`config.mk`:
```
export PLATFORM = sky130hd
export DESIGN_NAME = input_debounce_2b
export DESIGN_NICKNAME = d
export VERILOG_FILES = /design/src/rtl/debounce_pkg.sv /design/src/rtl/input_debounce_2b_bit.sv /design/src/rtl/input_debounce_2b.sv
export SDC_FILE = /design/constraint.sdc
export NUM_CORES = 1
export LEC_CHECK = 0
export ABC_AREA = 1
export CAP_MARGIN = 20
export CORE_MARGIN = 2
export CORE_UTILIZATION = 59
export DETAILED_ROUTE_END_ITERATION = 10
export DONT_BUFFER_PORTS = 1
export PLACE_DENSITY = 0.75
export SKIP_LAST_GASP = 1
export SLEW_MARGIN = 20
export SYNTH_ARGS = -nofsm -noshare
export SYNTH_HDL_FRONTEND = slang
export SYNTH_HIERARCHICAL = 1
export SYNTH_SLANG_ARGS = --single-unit
```
`constraint.sdc`:
```
create_clock -name i_clk -period 1.85 [get_ports i_clk]
set_input_delay 0.37 -clock i_clk [delete_from_list [all_inputs] [get_ports i_clk]]
set_output_delay 0.37 -clock i_clk [all_outputs]
set_load 0.005 [all_outputs]
```
`src/rtl/debounce_pkg.sv`:
```
// Shared types and constants for the two-bit input debouncer.
// Per-bit FSM states, default debounce depth and the counter-width helper.
package debounce_pkg;

    typedef enum logic [1:0] {
        STABLE = 2'd0,
        CHECK  = 2'd1,
        PEND   = 2'd2
    } db_state_e;

    localparam int DEBOUNCE_CYCLES_DEF = 4;

    function automatic int cnt_width(input int cycles);
        return $clog2(cycles + 1);
    endfunction

endpackage

```
`src/rtl/input_debounce_2b_bit.sv`:
```
// One debounced bit: 2-flop synchroniser plus mismatch counter FSM; latency N+1+D edges.
// No backpressure; o_ready asks the top to commit, PEND exists only with DEBOUNCE_PAIR_ALIGN_EN.
module debounce_bit
    import debounce_pkg::*;
#(
    parameter int DEBOUNCE_CYCLES = DEBOUNCE_CYCLES_DEF,
    parameter int CNT_W           = cnt_width(DEBOUNCE_CYCLES)
) (
    input  logic i_clk,
    input  logic i_rst,
    input  logic i_raw,
    input  logic i_cur,
    input  logic i_commit,
    output logic o_ready,
    output logic o_busy
);

    logic             r_s1;
    logic             r_s2;
    db_state_e        r_state;
    logic [CNT_W-1:0] r_cnt;
    db_state_e        w_state_nxt;
    logic [CNT_W-1:0] w_cnt_nxt;
    logic             w_mismatch;
    logic             w_at_limit;

    assign w_mismatch = r_s2 ^ i_cur;
    assign w_at_limit = (r_cnt == CNT_W'(DEBOUNCE_CYCLES - 1));

    // Ready: the D-th mismatch edge, or a parked bit that still mismatches.
    assign o_ready = w_mismatch && ((r_state == PEND) || ((r_state == CHECK) && w_at_limit));
    // Busy: still counting after this edge, so the other bit must not commit yet.
    assign o_busy  = w_mismatch && (r_state == CHECK) && !w_at_limit;

    always_comb begin
        w_state_nxt = r_state;
        w_cnt_nxt   = r_cnt;
        case (r_state)
            STABLE: begin
                if (w_mismatch) begin
                    w_state_nxt = CHECK;
                    w_cnt_nxt   = CNT_W'(1);
                end
            end
            CHECK: begin
                if (!w_mismatch) begin
                    w_state_nxt = STABLE;
                    w_cnt_nxt   = '0;
                end else if (w_at_limit) begin
                    if (i_commit) begin
                        w_state_nxt = STABLE;
                        w_cnt_nxt   = '0;
                    end
`ifdef DEBOUNCE_PAIR_ALIGN_EN
                    else begin
                        w_state_nxt = PEND;
                    end
`endif
                end else begin
                    w_cnt_nxt = r_cnt + CNT_W'(1);
                end
            end
`ifdef DEBOUNCE_PAIR_ALIGN_EN
            PEND: begin
                if (!w_mismatch || i_commit) begin
                    w_state_nxt = STABLE;
                    w_cnt_nxt   = '0;
                end
            end
`endif
            default: begin
                w_state_nxt = STABLE;
                w_cnt_nxt   = '0;
            end
        endcase
    end

    always_ff @(posedge i_clk or negedge i_rst) begin
        if (!i_rst) begin
            r_s1    <= 1'b0;
            r_s2    <= 1'b0;
            r_state <= STABLE;
            r_cnt   <= '0;
        end else begin
            r_s1    <= i_raw;
            r_s2    <= r_s1;
            r_state <= w_state_nxt;
            r_cnt   <= w_cnt_nxt;
        end
    end

endmodule

```
`src/rtl/input_debounce_2b.sv`:
```
// Two-bit synchronise+debounce front end with one-cycle change strobe; latency N+1+D edges, no backpressure.
// DEBOUNCE_PAIR_ALIGN_EN: qualified bits wait for the other bit to finish counting and commit together.
module input_debounce_2b
    import debounce_pkg::*;
#(
    parameter int DEBOUNCE_CYCLES = DEBOUNCE_CYCLES_DEF
) (
    input  logic       i_clk,
    input  logic       i_rst,
    input  logic [1:0] i_raw_in,
    output logic [1:0] o_data_out,
    output logic       o_chg
);

    localparam int CNT_W = cnt_width(DEBOUNCE_CYCLES);
`ifdef DEBOUNCE_PAIR_ALIGN_EN
    localparam bit PAIR_ALIGN = 1'b1;
`else
    localparam bit PAIR_ALIGN = 1'b0;
`endif

    logic [1:0] r_data_out;
    logic       r_chg;
    logic [1:0] w_ready;
    logic [1:0] w_busy;
    logic [1:0] w_commit;

    for (genvar g = 0; g < 2; g++) begin : g_bit
        // With alignment, a ready bit holds while the other bit is still counting.
        assign w_commit[g] = w_ready[g] && !(PAIR_ALIGN && w_busy[1-g]);

        debounce_bit #(
            .DEBOUNCE_CYCLES (DEBOUNCE_CYCLES),
            .CNT_W           (CNT_W)
        ) u_bit (
            .i_clk    (i_clk),
            .i_rst    (i_rst),
            .i_raw    (i_raw_in[g]),
            .i_cur    (r_data_out[g]),
            .i_commit (w_commit[g]),
            .o_ready  (w_ready[g]),
            .o_busy   (w_busy[g])
        );
    end

    always_ff @(posedge i_clk or negedge i_rst) begin
        if (!i_rst) begin
            r_data_out <= 2'b00;
            r_chg      <= 1'b0;
        end else begin
            r_data_out <= r_data_out ^ w_commit;
            r_chg      <= |w_commit;
        end
    end

    assign o_data_out = r_data_out;
    assign o_chg      = r_chg;

endmodule

```
==> key figures <==
CTS
  – Total CTS buffers: 3
  – CTS clk-pin slew, worst paths: 80 ps
  – Root Driver: clkbuf_4
  – CTS Sinks: 15
  – Max Buffers Root-to-Sink: 2
  – Hold Buf Count CTS: 1
  – Resized cells post-CTS: 0
  – Htree depth: 1
  – Skew-Pair Late Insertion Delay: 270 ps
  – CTS tree: built
  – Setup bufs post-CTS: 0

Global route
  – Vias in the first global route: 497
  – Initial antenna violation count: 0
  – Largest net degree at the start of global routing: 16
  – GRT overflow: 0
  – Global Route Usage Sum: 0.1918
  – Wire length of the first global-routing pass: 1925 um

Timing
  – Maximum clock rate: 687.9 MHz
  – Total Neg Setup Slack: 0 ps
  – Final Hold Viols: 0
  – Tmin final: 1454 ps
  – Worst slew pin tran: 660.2 ps
  – Part of the cycle the worst path needs: 0.7858
  – Max Slew Vio Count: 0
  – Final setup vio count: 0
  – Fin worst setup slack: 396.3 ps
  – RSZ-0062 raised after global routing: no
  – Clk_skew: 4.066 ps
  – Normalized max-slew margin: 0.5584

Critical path
  – Slowest cell on crit path: dfrtp_1
  – Worst setup EP type: register
  – WP data arrival: 1620 ps
  – Worst-path cell chain: ha_1 -> nand2_2 -> nor2_4 -> inv_1 -> nor2_1 -> inv_1 -> nand3_2 -> nand2_2 -> nand2_1 -> nand2_1
  – Crit path kind: reg -> reg
  – Worst path max stage delay: 380 ps
  – Startpoint types: register
  – Worst-path maximum fanout: 3
  – WP data required: 2020 ps

Drt
  – Initial DRC count: 14
  – Vias per Instance: 4.862
  – Wirelength per Cell: 10.49 um
  – Routed WL: 1143 um
  – Drt drc: 0
  – Pre-antenna DRT Iters: 5
  – Via count: 530
  – Post-route ant nets: 0

Logic synthesis
  – Syn Nets: 96
  – Synth Warn #: 6
  – Synthesized area per cell: 8.411 um^2
  – Mapped Area: 757.0 um^2
  – Post-Synthesis Cells: 90

Finish
  – Area growth syn-to-layout: 7.107%
  – Layout cell share with drive strength beyond 1: 0.2421
  – Commonest non-fill, non-tap cell in the layout: nand2_1
  – Net count, final: 102
  – Most frequent cells in the layout: 23 x nand2_1, 16 x inv_1, 15 x dfrtp_1
  – Antenna Diode Count: 0

Die
  – Core footprint: 1156 um^2
  – Site Rows: 12
  – Full die area: 1586 um^2
  – Die width: 39.82 um
  – I/O pin count: 7
  – Initial Utilization: 0.6548
  – Die Y-Extent: 39.82 um

Pwr
  – Clk pwr share: 0.163
  – PD cells: 1340 nW/um^2
  – NetSw: 0.0004403 W
  – Peak VDD IR: 0.0007228 V
  – Switching Fraction: 0.4053
  – Comb power frac: 0.373
  – Lkg Pwr: 0.4247 nW
  – Reg power frac: 0.464
  – Cell-internal power: 0.0006461 W

Place
  – Post-Place Setup Slack: 405.6 ps
  – Gpl congestion: 0.7624
  – DPL Wire Length: 859 um
  – IO Port Bufs: 0

Job
  – Maxcap violations: 0

Min path
  – HP Class: in -> reg

Run status
  – Status: complete, no violations
[per-layer routing]
metal  wire length [um]  track usage  up-vias
li1                   -            -      282
met1                556       0.2374      229
met2                526       0.3033       15
met3                 37      0.03409        4
met4                 22       0.1207        0
met5                  0            0        -
[registers in the layout, indices dropped and copies added (netlist names)]
signal               count
g_bit.u_bit/r_cnt        6
g_bit.u_bit/r_s1         2
g_bit.u_bit/r_s2         2
g_bit.u_bit/r_state      2
o_data_out               2
o_chg                    1
[critical path, delay by kind of cell, from the launching register on]
kind	cells	cell delay (ps)
flops	1	380
simple gates	7	620
fa+ha+maj	1	210
buf+inv	2	140
[final timing paths]
path                                         start                       to  slack (ps)  cells after the start
max                        g_bit[1].u_bit/r_cnt[0]  g_bit[1].u_bit/r_cnt[2]         400                     10
min                                    i_raw_in[0]      g_bit[0].u_bit/r_s1         120                      0
max reg2reg                g_bit[1].u_bit/r_cnt[0]  g_bit[1].u_bit/r_cnt[2]         400                     10
min reg2reg                    g_bit[1].u_bit/r_s1      g_bit[1].u_bit/r_s2         350                      0
max in group asynchronous                    i_rst  g_bit[1].u_bit/r_cnt[1]         860                      1
min in group asynchronous                    i_rst            o_data_out[0]         560                      1
[power by group through the flow]
stage	Sequential (W)	Clock, W	Combinational [W]
6_report	0.000504	0.000177	0.000405
3_5_place_dp	0.000509	0	0.000393
5_1_grt	0.000519	0.000200	0.000472
2_1_floorplan	0.000491	0	0.000334
3_3_place_gp	0.000505	0	0.000378
4_1_cts	0.000503	0.000188	0.000406
[final cells by class]
class	instances	area (um^2)
Timing Repair Buffer	1	10.01
Clock buffer	4	26.28
Tap cell	14	17.52
Sequential cell	15	375.4
Inverter	20	75.07
Multi-Input combinational cell	55	306.5
Fill cell	86	345.3
[per-stage QoR]
step / power (W) / util / hold slack [ps] / instances / area [um^2]
6_report: 0.001086 / 0.7013 / 116.6 / 109 / 810.8
5_1_grt: 0.001191 / 0.7013 / 95.84 / 109 / 810.8
3_5_place_dp: 0.0009017 / 0.6699 / 74.79 / 104 / 774.5
2_1_floorplan: 0.0008244 / - / 74.41 / 90 / 757.0
4_1_cts: 0.001097 / 0.7013 / 104.6 / 109 / 810.8
3_3_place_gp: 0.0008828 / 0.6699 / 74.74 / 104 / 774.5
No activity file was read; power rests on OpenSTA's default activity.
